`config.mk`:
```
export PLATFORM = sky130hd
export DESIGN_NAME = sprite_draw_engine
export DESIGN_NICKNAME = d
export VERILOG_FILES = /design/src/rtl/sprite_draw_engine_pkg.sv /design/src/rtl/sprite_pixel_counter.sv /design/src/rtl/sprite_draw_engine.sv
export SDC_FILE = /design/constraint.sdc
export NUM_CORES = 1
export LEC_CHECK = 0
export CORE_AREA = 2 2 95 97
export CTS_CLUSTER_DIAMETER = 200
export DETAILED_ROUTE_END_ITERATION = 8
export DIE_AREA = 0 0 97 99
export GPL_TIMING_DRIVEN = 0
export PLACE_DENSITY = 0.77
export SETUP_SLACK_MARGIN = 0.4
export SLEW_MARGIN = 20
export SYNTH_ARGS = -nofsm -noshare
export SYNTH_HDL_FRONTEND = slang
export SYNTH_SLANG_ARGS = --single-unit
```
`constraint.sdc`:
```
create_clock -name clock -period 5.8 [get_ports clock]
set_input_delay 1.16 -clock clock [delete_from_list [all_inputs] [get_ports clock]]
set_output_delay 1.16 -clock clock [all_outputs]
set_load 0.1 [all_outputs]
```
`src/rtl/sprite_draw_engine_pkg.sv`:
```
// Shared constants, FSM encoding and background address helper for the sprite draw engine.
package sprite_draw_engine_pkg;

   localparam int unsigned SCREEN_W = 320;
   localparam int unsigned SCREEN_H = 240;
   localparam int unsigned COLOUR_W = 9;

   typedef enum logic [2:0] {
      StIdle,
      StScan,
      StFlush,
      StDone,
      StRelease
   } state_e;

   // y*320 + x built from shifts so no multiplier is inferred
   function automatic logic [16:0] bg_addr(input logic [8:0] x, input logic [7:0] y);
      return ({9'd0, y} << 8) + ({9'd0, y} << 6) + {8'd0, x};
   endfunction

endpackage

```
`src/rtl/sprite_pixel_counter.sv`:
```
// Column/row scan counter over the sprite window with clear, enable and last-pixel flag.
module sprite_pixel_counter #(
   parameter int unsigned SPRITE_W = 8,
   parameter int unsigned SPRITE_H = 8
) (
   input  logic                        clock,
   input  logic                        resetn,
   input  logic                        clear,
   input  logic                        enable,
   output logic [$clog2(SPRITE_W)-1:0] col,
   output logic [$clog2(SPRITE_H)-1:0] row,
   output logic                        last
);

   localparam int unsigned CW = $clog2(SPRITE_W);
   localparam int unsigned RW = $clog2(SPRITE_H);

   logic col_wrap;

   assign col_wrap = (col == CW'(SPRITE_W - 1));
   assign last     = col_wrap && (row == RW'(SPRITE_H - 1));

   always_ff @(posedge clock or negedge resetn) begin
      if (!resetn) begin
         col <= '0;
         row <= '0;
      end else if (clear) begin
         col <= '0;
         row <= '0;
      end else if (enable) begin
         // power-of-two sizes let both counters wrap naturally
         col <= col + 1'b1;
         if (col_wrap) begin
            row <= row + 1'b1;
         end
      end
   end

endmodule

```
`src/rtl/sprite_draw_engine.sv`:
```
// Scans the sprite window and plots either background (erase) or character pixels to the VGA adapter.
module sprite_draw_engine #(
   parameter int unsigned          SPRITE_W    = 8,
   parameter int unsigned          SPRITE_H    = 8,
   parameter int unsigned          OFF_X       = 4,
   parameter int unsigned          OFF_Y       = 7,
   parameter int unsigned          COLOUR_W    = 9,
   parameter logic [COLOUR_W-1:0]  TRANSPARENT = 9'h1FF
) (
   input  logic                                 clock,
   input  logic                                 resetn,
   input  logic                                 drawBG,
   input  logic                                 drawChar,
   input  logic [8:0]                           xCoordinate,
   input  logic [7:0]                           yCoordinate,
   output logic [16:0]                          bgAddr,
   input  logic [COLOUR_W-1:0]                  bgData,
   output logic [$clog2(SPRITE_W*SPRITE_H)-1:0] charAddr,
   input  logic [COLOUR_W-1:0]                  charData,
   output logic [8:0]                           vgaX,
   output logic [7:0]                           vgaY,
   output logic [COLOUR_W-1:0]                  colour,
   output logic                                 plot,
   output logic                                 doneBG,
   output logic                                 doneChar
);

   import sprite_draw_engine_pkg::*;

   localparam int unsigned CW = $clog2(SPRITE_W);
   localparam int unsigned RW = $clog2(SPRITE_H);

   state_e         state_q, state_d;
   logic [8:0]     x_q;
   logic [7:0]     y_q;
   logic           bg_q;
   logic           latch, cnt_clr, cnt_en, last;
   logic [CW-1:0]  col;
   logic [RW-1:0]  row;
   logic [9:0]     sx;
   logic [8:0]     sy;
   logic           on_screen;
   logic           pix_valid_q;
   logic [8:0]     vgax_q;
   logic [7:0]     vgay_q;

   sprite_pixel_counter #(
      .SPRITE_W (SPRITE_W),
      .SPRITE_H (SPRITE_H)
   ) u_counter (
      .clock  (clock),
      .resetn (resetn),
      .clear  (cnt_clr),
      .enable (cnt_en),
      .col    (col),
      .row    (row),
      .last   (last)
   );

   always_comb begin
      state_d = state_q;
      latch   = 1'b0;
      cnt_clr = 1'b0;
      cnt_en  = 1'b0;
      unique case (state_q)
         StIdle: begin
            if (drawBG || drawChar) begin
               latch   = 1'b1;
               cnt_clr = 1'b1;
               state_d = StScan;
            end
         end
         StScan: begin
            cnt_en = 1'b1;
            if (last) state_d = StFlush;
         end
         StFlush:   state_d = StDone;
         StDone:    state_d = StRelease;
         StRelease: begin
            // wait for the request that started this draw to drop
            if (bg_q ? !drawBG : !drawChar) state_d = StIdle;
         end
         default:   state_d = StIdle;
      endcase
   end

   always_ff @(posedge clock or negedge resetn) begin
      if (!resetn) begin
         state_q <= StIdle;
         x_q     <= '0;
         y_q     <= '0;
         bg_q    <= 1'b0;
      end else begin
         state_q <= state_d;
         if (latch) begin
            x_q  <= xCoordinate;
            y_q  <= yCoordinate;
            bg_q <= drawBG;
         end
      end
   end

   // signed window coordinates; sign bit flags pixels left of / above the screen
   assign sx        = 10'(x_q) - 10'(OFF_X) + 10'(col);
   assign sy        = 9'(y_q) - 9'(OFF_Y) + 9'(row);
   assign on_screen = !sx[9] && (sx < 10'(SCREEN_W)) && !sy[8] && (sy < 9'(SCREEN_H));

   assign bgAddr   = (state_q == StScan && on_screen) ? bg_addr(sx[8:0], sy[7:0]) : '0;
   assign charAddr = (state_q == StScan) ? {row, col} : '0;

   // delay the pixel coordinate one cycle to line up with ROM read data
   always_ff @(posedge clock or negedge resetn) begin
      if (!resetn) begin
         pix_valid_q <= 1'b0;
         vgax_q      <= '0;
         vgay_q      <= '0;
      end else begin
         pix_valid_q <= (state_q == StScan) && on_screen;
         if (state_q == StScan) begin
            vgax_q <= sx[8:0];
            vgay_q <= sy[7:0];
         end
      end
   end

   assign vgaX     = vgax_q;
   assign vgaY     = vgay_q;
   assign plot     = pix_valid_q && (bg_q || (charData != TRANSPARENT));
   assign colour   = pix_valid_q ? (bg_q ? bgData : charData) : '0;
   assign doneBG   = (state_q == StDone) && bg_q;
   assign doneChar = (state_q == StDone) && !bg_q;

endmodule

```
Yosys cells after proc, flatten, opt, wreduce, memory -nomap -nowiden --
Index checks and enable logic that the tools add are counted.
Storage, ports and cells: register bits after elaboration 45, input port bits 39, output and inout bits 52, word-level logic and storage cells 66
Operators by class: add/subtract/negate cells 8, order comparisons 2, equal/unequal tests 10, multiplexer cells 17, reductions and logical operators 20
Operators by type and width (count):
- $mux W3 | 8
- $mux W9 | 2
- $add A16 B14 Y17 | 1
- $add A17 B9 Y17 | 1
- $mux W17 | 1
- $pmux W3 S5 | 1
- $add A10 B3 Y10 | 1
- $lt A10 B9 Y1 const B | 1
- $sub A9 B3 Y10 const B | 1
- $add A9 B3 Y9 | 1
- $eq A3 B3 Y1 const B | 3
- $lt A9 B8 Y1 const B | 1
- $ne A9 B9 Y1 const B | 1
- $sub A8 B3 Y9 const B | 1
- $logic_and A1 B1 Y1 | 8
- $add A3 B1 Y3 const B | 2
- $eq A3 B2 Y1 const B | 2
- $mux W6 | 1
- $ne A2 B2 Y1 const B | 3
- $logic_not A1 Y1 | 5
- $mux W1 | 4
- $reduce_bool A2 Y1 | 2
- $eq A3 B1 Y1 const B | 1
- $logic_not A3 Y1 | 1
- other kinds (3) | 4

Depth between registers and ports, before layout --
Gate-level depths: netlist of run 1.
word-level depth 8, depth in mapped cells 18, gate-level depth less buffers 18

Modules after synthesis --
Synthesis of run 1 repeated with hierarchy kept, for this count alone.
Unflattened totals: cell total of the unflattened synthesis 350, area total of the unflattened synthesis 3188.1 um^2
By module, submodules not included:
- sprite_draw_engine | instances 1, cells an instance 322, area each 2859.0 um^2, seq. area each 975.9 um^2
- sprite_pixel_counter | instances 1, cells an instance 28, area each 329.1 um^2, seq. area each 150.1 um^2

Least setup slack after synthesis of run 1 --
Ideal clock, no wire load.
path kind register to output, start point register u_counter.col[1], end point output port bgAddr[13], arrival time 5501 ps, required time 4640 ps, path slack -861 ps, cell stages (with the launch flop) 18, cell sequence dfrtp_1 ha_1 ha_1 fa_1 a211oi_2 o21bai_2 a21oi_1 xnor2_1 ha_1 ha_1 inv_1 fa_1 nor2b_1 o31a_1 o21a_1 nor2_1 xor2_1 nor3_1
On the way: longest elaborated chain between the ends 7
Ends and longest elaborated chain:
- from (decl) | line sprite_pixel_counter.sv:10 | output logic [$clog2(SPRITE_W)-1:0] col,
- from (signal assigned) | line sprite_pixel_counter.sv:32 | col <= col + 1'b1;
- $add A10 B3 Y10 * | line sprite_draw_engine.sv:104 | assign sx = 10'(x_q) - 10'(OFF_X) + 10'(col);
- net sx[7] | line sprite_draw_engine.sv:40 | logic [9:0] sx;
- $lt A10 B9 Y1 | line sprite_draw_engine.sv:106 | assign on_screen = !sx[9] && (sx < 10'(SCREEN_W)) && !sy[8] && (sy < 9'(SCREEN_H));
- $logic_and A1 B1 Y1 (3 in series) | line sprite_draw_engine.sv:106
- $logic_and A1 B1 Y1 | line sprite_draw_engine.sv:108 | assign bgAddr = (state_q == StScan && on_screen) ? bg_addr(sx[8:0], sy[7:0]) : '0;
- $mux W17 * | line sprite_draw_engine.sv:108
- to (decl) | line sprite_draw_engine.sv:16 | output logic [16:0] bgAddr,
Mark *: on every way through the listed nets, which the timed path passes. The rest lies on a longest branch.

Final worst setup path of run 1 --
start point register u_counter.col[1], end point output port bgAddr[15]
The elaborated chain is that of the path after synthesis.

==> run_summary.xml, run 1 <==
<?xml version="1.0" encoding="UTF-8"?>
<metrics>
  <group name="finish">
    <metric name="insertedDiodeCount" unit="">0</metric>
    <metric name="finish.utilization" unit="">0.547</metric>
    <metric name="final-seq-area" unit="mm2">0.00113</metric>
    <metric name="fillers" unit="">754</metric>
    <metric name="fin_cells" unit="">586</metric>
    <metric name="fin_nets" unit="">554</metric>
    <metric name="multi_input_area" unit="mm2">0.00219</metric>
    <metric name="syn_to_final_growth" unit="%">40.4</metric>
    <metric name="drive_above_1_share" unit="">0.163</metric>
  </group>
  <group name="placed_design">
    <metric name="globalplace.congestion" unit="">0.836</metric>
    <metric name="place_worst_setup_slack" unit="ns">-0.490</metric>
    <metric name="place_hpwl" unit="um">6700</metric>
    <metric name="io_buffer_count" unit="">90</metric>
    <metric name="post-place-cells" unit="">570</metric>
  </group>
  <group name="logic_synthesis">
    <metric name="postSynthNetCount" unit="">447</metric>
    <metric name="post_synth_most_frequent_cells" unit="">66 x sky130_fd_sc_hd__nand2_1, 45 x sky130_fd_sc_hd__dfrtp_1, 33 x sky130_fd_sc_hd__ha_1</metric>
    <metric name="synth_area_per_cell" unit="um2">8.98</metric>
    <metric name="synth.area.top_cells" unit="">sky130_fd_sc_hd__dfrtp_1 34%, sky130_fd_sc_hd__ha_1 12%, sky130_fd_sc_hd__nand2_1 7.4%</metric>
    <metric name="asyncSetResetFlopFracSynth" unit="">1.00</metric>
    <metric name="synth-edff-count" unit="">0</metric>
    <metric name="synth_seq_area_share" unit="">0.338</metric>
    <metric name="post_synth_instance_area" unit="mm2">0.00333</metric>
    <metric name="synth_cell_types" unit="">56</metric>
    <metric name="postSynthCellCount" unit="">371</metric>
    <metric name="post-synth-top-area-cell" unit="">sky130_fd_sc_hd__dfrtp_1</metric>
    <metric name="yosys.cell_count.top_type" unit="">sky130_fd_sc_hd__nand2_1</metric>
    <metric name="proportion_of_netlist_area_held_by_the_largest_area_contributor" unit="">0.338</metric>
    <metric name="synth_seq_cells" unit="">45</metric>
    <metric name="synthFlopType" unit="">sky130_fd_sc_hd__dfrtp_1</metric>
    <metric name="synth.yosys.warnings" unit="">0</metric>
  </group>
  <group name="outcome">
    <metric name="run_status" unit="">complete, no violations</metric>
  </group>
  <group name="cts">
    <metric name="cts_num_sinks" unit="">45</metric>
    <metric name="tritoncts" unit="">yes</metric>
    <metric name="worst_skew_pair.late_latency" unit="ns">0.30</metric>
    <metric name="cts.clk_slew.worst_paths" unit="ns">0.08</metric>
    <metric name="cts_buffer_depth" unit="">2</metric>
    <metric name="cts-root-buf" unit="">sky130_fd_sc_hd__clkbuf_8</metric>
    <metric name="tritoncts.num_buffers" unit="">5</metric>
    <metric name="h-tree-depth" unit="">2</metric>
  </group>
  <group name="global_route">
    <metric name="use_met3" unit="">0.0418</metric>
    <metric name="global_route.peak_usage_layer" unit="">met2</metric>
    <metric name="gr-usage-met2" unit="">0.313</metric>
    <metric name="grt_use_total" unit="">0.176</metric>
    <metric name="grt_pass1_vias" unit="">2988</metric>
    <metric name="grt_max_degree" unit="">26</metric>
    <metric name="global_route_wire_length_before_repair" unit="um">14000</metric>
    <metric name="globalRouteOverflowTotal" unit="">0</metric>
    <metric name="global_route.usage.met1" unit="">0.218</metric>
    <metric name="number_of_antenna_violations_at_the_first_check_in_global_routing" unit="">0</metric>
  </group>
  <group name="min_path">
    <metric name="timing.hold.worst.class" unit="">reg -&gt; reg</metric>
  </group>
  <group name="route">
    <metric name="routedWlPerCell" unit="um">14.6</metric>
    <metric name="via_count" unit="">3005</metric>
    <metric name="routed_via_density" unit="">5.13</metric>
    <metric name="remaining_drc_errors" unit="">0</metric>
    <metric name="wl" unit="um">8570</metric>
    <metric name="drt_first_pass_iters" unit="">4</metric>
    <metric name="detail_route.iter0.violations" unit="">102</metric>
    <metric name="drtAntennaViolNets" unit="">0</metric>
  </group>
  <group name="die">
    <metric name="fp.dieArea" unit="mm2">0.00960</metric>
    <metric name="start_util" unit="">0.390</metric>
    <metric name="placement_rows" unit="">34</metric>
    <metric name="die_x" unit="um">97</metric>
    <metric name="die_h" unit="um">99</metric>
    <metric name="core-area" unit="mm2">0.00855</metric>
    <metric name="num_io_pins" unit="">91</metric>
  </group>
  <group name="timing">
    <metric name="finalMaxSlewViolations" unit="">0</metric>
    <metric name="timing.final.crit_period" unit="ns">5.41</metric>
    <metric name="setup_viol" unit="">0</metric>
    <metric name="maxClockFrequency" unit="GHz">0.185</metric>
    <metric name="finalHoldViolCount" unit="">0</metric>
    <metric name="period_utilization_post_route" unit="">0.932</metric>
    <metric name="fin_ws" unit="ns">0.393</metric>
    <metric name="timing_worst_slew_pin_value" unit="ns">0.991</metric>
    <metric name="clock-skew-final" unit="ns">0.00471</metric>
    <metric name="rsz_0062_raised_after_global_routing" unit="">true</metric>
    <metric name="fin_hold_ws" unit="ns">0.483</metric>
    <metric name="slew-limit-headroom" unit="">0.337</metric>
  </group>
  <group name="setup_path">
    <metric name="criticalPathCategory" unit="">reg -&gt; out</metric>
    <metric name="worstPathMaxFanout" unit="">3</metric>
    <metric name="setup_slack_on_the_worst_flop_to_flop_path" unit="ns">2.68</metric>
    <metric name="worst_setup_path_end_kind" unit="">output pin</metric>
    <metric name="cp_data_arrival_time" unit="ns">4.25</metric>
    <metric name="start_kind" unit="">register</metric>
    <metric name="critPathRequiredTime" unit="ns">4.64</metric>
  </group>
  <group name="run">
    <metric name="cap_violations" unit="">0</metric>
  </group>
</metrics>
[what timing repair did]
item	in CTS	in global routing
hold buffers	0	0
setup buffers	4	5
endpoints found under the hold margin	0	0
resized for setup	73	23
pin swaps	15	16
setup endpoints to repair	16	15
[critical path, stage by stage, from the launching register on]
cell and delay (ns):
sky130_fd_sc_hd__dfrtp_1 0.41, sky130_fd_sc_hd__ha_4 0.25, sky130_fd_sc_hd__ha_4 0.16, sky130_fd_sc_hd__fa_2 0.38
sky130_fd_sc_hd__a211oi_4 0.27, sky130_fd_sc_hd__o21bai_2 0.11, sky130_fd_sc_hd__a21oi_2 0.19, sky130_fd_sc_hd__xnor2_2 0.14
sky130_fd_sc_hd__ha_1 0.26, sky130_fd_sc_hd__ha_2 0.19, sky130_fd_sc_hd__inv_2 0.05, sky130_fd_sc_hd__fa_2 0.20
sky130_fd_sc_hd__nor2b_2 0.06, sky130_fd_sc_hd__o31a_1 0.26, sky130_fd_sc_hd__o21a_1 0.20, sky130_fd_sc_hd__o41ai_2 0.25
sky130_fd_sc_hd__xnor2_1 0.16, sky130_fd_sc_hd__nor3_4 0.22, sky130_fd_sc_hd__buf_12 0.20
[metal layers]
layer,vias to the layer above,part of all wire,routed length [um]
li1,1492,-,-
met1,1404,0.44,3810
met2,102,0.49,4180
met3,7,0.059,507
met4,0,0.0086,74
met5,-,0,0
[final cells by class]
| class | count | area share |
|---|---|---|
| Multi-Input combinational cell | 288 | 0.469 |
| Sequential cell | 45 | 0.241 |
| Timing Repair Buffer | 100 | 0.211 |
| Tap cell | 108 | 0.0289 |
| Inverter | 25 | 0.0201 |
| Clock buffer | 7 | 0.0185 |
| Buffer | 13 | 0.0126 |
[through the flow]
stage / TNS, ns / instance area, um2
floorplan: 0 / 3400
global placement: -1.35 / 4440
detailed placement: -1.73 / 4450
CTS: 0 / 4610
global route: 0 / 4680
finish: 0 / 4680
[layout by cell type, fill, tap and decap left out, drive strengths merged, types with 3 or more instances in the layout]
master	count
a2111oi	3
o21a	5
mux2	9
xnor2	12
o21ai	28
nor3	13
fa	4
nor2b	12
mux2i	9
a21oi	10
nand4	3
nor2	27
xor2	4
and2	3
inv	25
buf	24
clkdlybuf4s50	72
clkdlybuf4s15	4
nand2	66
a21o	5
nand2b	4
ha	33
nand3	5
dfrtp	45
clkbuf	19
nor4	5
[worst paths after layout]
path / start / end / depth (start not counted)
hold reg to reg: vgaX[2]$_DFFE_PN0P_ / vgaX[2]$_DFFE_PN0P_ / 2
max in group asynchronous: resetn / x_q[2]$_DFFE_PN0P_ / 2
setup / recovery: u_counter.col[1]$_DFFE_PN0P_ / bgAddr[15] / 18
min in group asynchronous: resetn / vgaY[4]$_DFFE_PN0P_ / 1
hold / removal: vgaX[2]$_DFFE_PN0P_ / vgaX[2]$_DFFE_PN0P_ / 2
setup reg to reg: u_counter.col[1]$_DFFE_PN0P_ / pix_valid_q$_DFF_PN0_ / 12
[cell families after synthesis]
logic type / synth area share
flip-flops: 0.338
AO/OA/AOI/OAI: 0.152
buffers and inverters: 0.0458
AND/OR/NAND/NOR: 0.216
multiplexers: 0.0575
adder cells (fa/ha/maj): 0.148
XOR/XNOR: 0.0421
[flip-flops by register name, indices dropped and copies added (netlist names)]
register       count
pix_valid_q        1
vgaX               9
u_counter.col      3
vgaY               8
bg_q               1
u_counter.row      3
state_q            3
x_q                9
y_q                8
Power of run 1 is not shown: default switching activity piles up to over one toggle a cycle in this logic, so the estimate is an artifact.
==> run 2: changes to the inputs <==
- TNS_END_PERCENT: unset -> 1
==> run 2 against run 1 <==
  * Clock skew shrank 0.00095 ns
  * Utilization is essentially flat
  * Largest cell class unchanged
  * First-iteration DRC count shrank 21%
  * Global-route usage grew 0.77 points
==> run_summary.xml, run 2 (same netlist as run 1, synthesis figures left out) <==
<?xml version="1.0" encoding="UTF-8"?>
<metrics>
  <group name="die">
    <metric name="core-area" unit="mm2">0.00855</metric>
    <metric name="start_util" unit="">0.390</metric>
    <metric name="fp.dieArea" unit="mm2">0.00960</metric>
    <metric name="die_x" unit="um">97</metric>
    <metric name="die_h" unit="um">99</metric>
    <metric name="num_io_pins" unit="">91</metric>
    <metric name="placement_rows" unit="">34</metric>
  </group>
  <group name="setup_path">
    <metric name="critPathMaxStageDelay" unit="ns">0.45</metric>
    <metric name="worst_setup_path_end_kind" unit="">output pin</metric>
    <metric name="worstPathMaxFanout" unit="">4</metric>
    <metric name="criticalPathCategory" unit="">reg -&gt; out</metric>
    <metric name="start_kind" unit="">register</metric>
    <metric name="cp_data_arrival_time" unit="ns">4.46</metric>
    <metric name="crit_slowest_cell" unit="">sky130_fd_sc_hd__dfrtp_2</metric>
    <metric name="critPathRequiredTime" unit="ns">4.64</metric>
    <metric name="setup_slack_on_the_worst_flop_to_flop_path" unit="ns">2.81</metric>
    <metric name="path_cells" unit="">ha_4, ha_4, fa_2, a211oi_4, o21bai_2, a21oi_2, xnor2_2, ha_1, ha_2, inv_2, fa_2, nor2b_4, o31a_1, o21a_1, o41ai_2, xnor2_1, nor3_4, buf_12</metric>
  </group>
  <group name="cts">
    <metric name="tritoncts.num_buffers" unit="">5</metric>
    <metric name="tritoncts" unit="">yes</metric>
    <metric name="cts_buffer_depth" unit="">2</metric>
    <metric name="cts-root-buf" unit="">sky130_fd_sc_hd__clkbuf_8</metric>
    <metric name="h-tree-depth" unit="">2</metric>
    <metric name="worst_skew_pair.late_latency" unit="ns">0.31</metric>
    <metric name="cts.clk_slew.worst_paths" unit="ns">0.09</metric>
    <metric name="cts_num_sinks" unit="">45</metric>
  </group>
  <group name="finish">
    <metric name="insertedDiodeCount" unit="">0</metric>
    <metric name="finish.utilization" unit="">0.547</metric>
    <metric name="layout_common_cells" unit="">72 x sky130_fd_sc_hd__clkdlybuf4s50_1, 66 x sky130_fd_sc_hd__nand2_1, 44 x sky130_fd_sc_hd__dfrtp_1, 30 x sky130_fd_sc_hd__ha_1</metric>
    <metric name="layout.cells.most_common" unit="">sky130_fd_sc_hd__clkdlybuf4s50_1</metric>
    <metric name="fin_nets" unit="">553</metric>
    <metric name="drive_above_1_share" unit="">0.142</metric>
    <metric name="syn_to_final_growth" unit="%">40.5</metric>
  </group>
  <group name="placed_design">
    <metric name="globalplace.congestion" unit="">0.846</metric>
    <metric name="place_hpwl" unit="um">6600</metric>
    <metric name="io_buffer_count" unit="">90</metric>
  </group>
  <group name="timing">
    <metric name="maxClockFrequency" unit="GHz">0.178</metric>
    <metric name="rsz_0062_raised_after_global_routing" unit="">true</metric>
    <metric name="finalHoldViolCount" unit="">0</metric>
    <metric name="timing.final.crit_period" unit="ns">5.62</metric>
    <metric name="setup_viol" unit="">0</metric>
    <metric name="timing_worst_slew_pin_value" unit="ns">0.981</metric>
    <metric name="clock-skew-final" unit="ns">0.00376</metric>
    <metric name="period_utilization_post_route" unit="">0.969</metric>
    <metric name="slew-limit-headroom" unit="">0.344</metric>
    <metric name="finalMaxSlewViolations" unit="">0</metric>
  </group>
  <group name="outcome">
    <metric name="run_status" unit="">complete, no violations</metric>
  </group>
  <group name="global_route">
    <metric name="grt_pass1_vias" unit="">3100</metric>
    <metric name="grt_use_total" unit="">0.184</metric>
    <metric name="number_of_antenna_violations_at_the_first_check_in_global_routing" unit="">0</metric>
    <metric name="global_route_wire_length_before_repair" unit="um">14500</metric>
    <metric name="globalRouteOverflowTotal" unit="">0</metric>
    <metric name="grt_max_degree" unit="">29</metric>
  </group>
  <group name="route">
    <metric name="via_count" unit="">3097</metric>
    <metric name="drt_first_pass_iters" unit="">5</metric>
    <metric name="remaining_drc_errors" unit="">0</metric>
    <metric name="detail_route.iter0.violations" unit="">81</metric>
    <metric name="wl" unit="um">8680</metric>
    <metric name="routed_via_density" unit="">5.28</metric>
    <metric name="routedWlPerCell" unit="um">14.8</metric>
    <metric name="drtAntennaViolNets" unit="">0</metric>
  </group>
  <group name="min_path">
    <metric name="timing.hold.worst.class" unit="">reg -&gt; reg</metric>
  </group>
  <group name="run">
    <metric name="cap_violations" unit="">0</metric>
  </group>
</metrics>
-- run 2: area by class of cell --
type	instances	area [um2]
clock inverter	1	30.0
clock buffer	7	86.3
tap	108	135
buffer	13	58.8
sequential	45	1130
fill	766	3870
timing repair buffer	99	1000
inverter	25	93.8
multi-input combinational	288	2140
-- run 2: repair_timing --
item / in CTS / in global routing
hold endpoints to repair: 0 / 0
gates resized for setup: 54 / 36
endpoints found under the setup margin: 17 / 17
buffers inserted: 2 / 6
pin swaps: 3 / 15
hold buffers: 0 / 0
-- run 2: critical path: cells and delay by family (launching register included) --
family / cells / cell delay (ns)
AO/OA/AOI/OAI: 6 / 1.39
XOR/XNOR: 2 / 0.29
adder cells (fa/ha/maj): 6 / 1.52
buffers and inverters: 2 / 0.26
flip-flops: 1 / 0.45
AND/OR/NAND/NOR: 2 / 0.27
-- run 2: metal layers --
layer  track usage  part of all wire  vias to the layer above
li1              -                 -                     1486
met3        0.0461             0.054                       13
met2         0.327              0.50                      104
met1         0.219              0.43                     1494
met4        0.0585             0.018                        0
met5             0                 0                        -
-- run 2: worst paths after layout --
kind	startpoint	end	depth (start not counted)
max	u_counter.col[1]$_DFFE_PN0P_	bgAddr[15]	18
min	vgaY[3]$_DFFE_PN0P_	vgaY[3]$_DFFE_PN0P_	2
max reg2reg	u_counter.col[1]$_DFFE_PN0P_	pix_valid_q$_DFF_PN0_	11
min reg2reg	vgaY[3]$_DFFE_PN0P_	vgaY[3]$_DFFE_PN0P_	2
max in group asynchronous	resetn	u_counter.col[1]$_DFFE_PN0P_	2
min in group asynchronous	resetn	vgaY[3]$_DFFE_PN0P_	1
-- run 2: stage by stage --
step | cells | hold WS [ns] | setup TNS, ns | instance area [um2] | worst slack, ns
final | 586 | 0.484 | 0 | 4680 | 0.177
after CTS | 580 | 0.488 | 0 | 4550 | 0.196
after detailed placement | 570 | 0.462 | -2.24 | 4390 | -0.597
after floorplan | 371 | 0.467 | -1.19 | 3340 | -0.580
after global routing | 586 | 0.528 | -0.0617 | 4680 | -0.0310
after global placement | 569 | 0.464 | -1.58 | 4380 | -0.511
Power of run 2 is left out for the same reason.
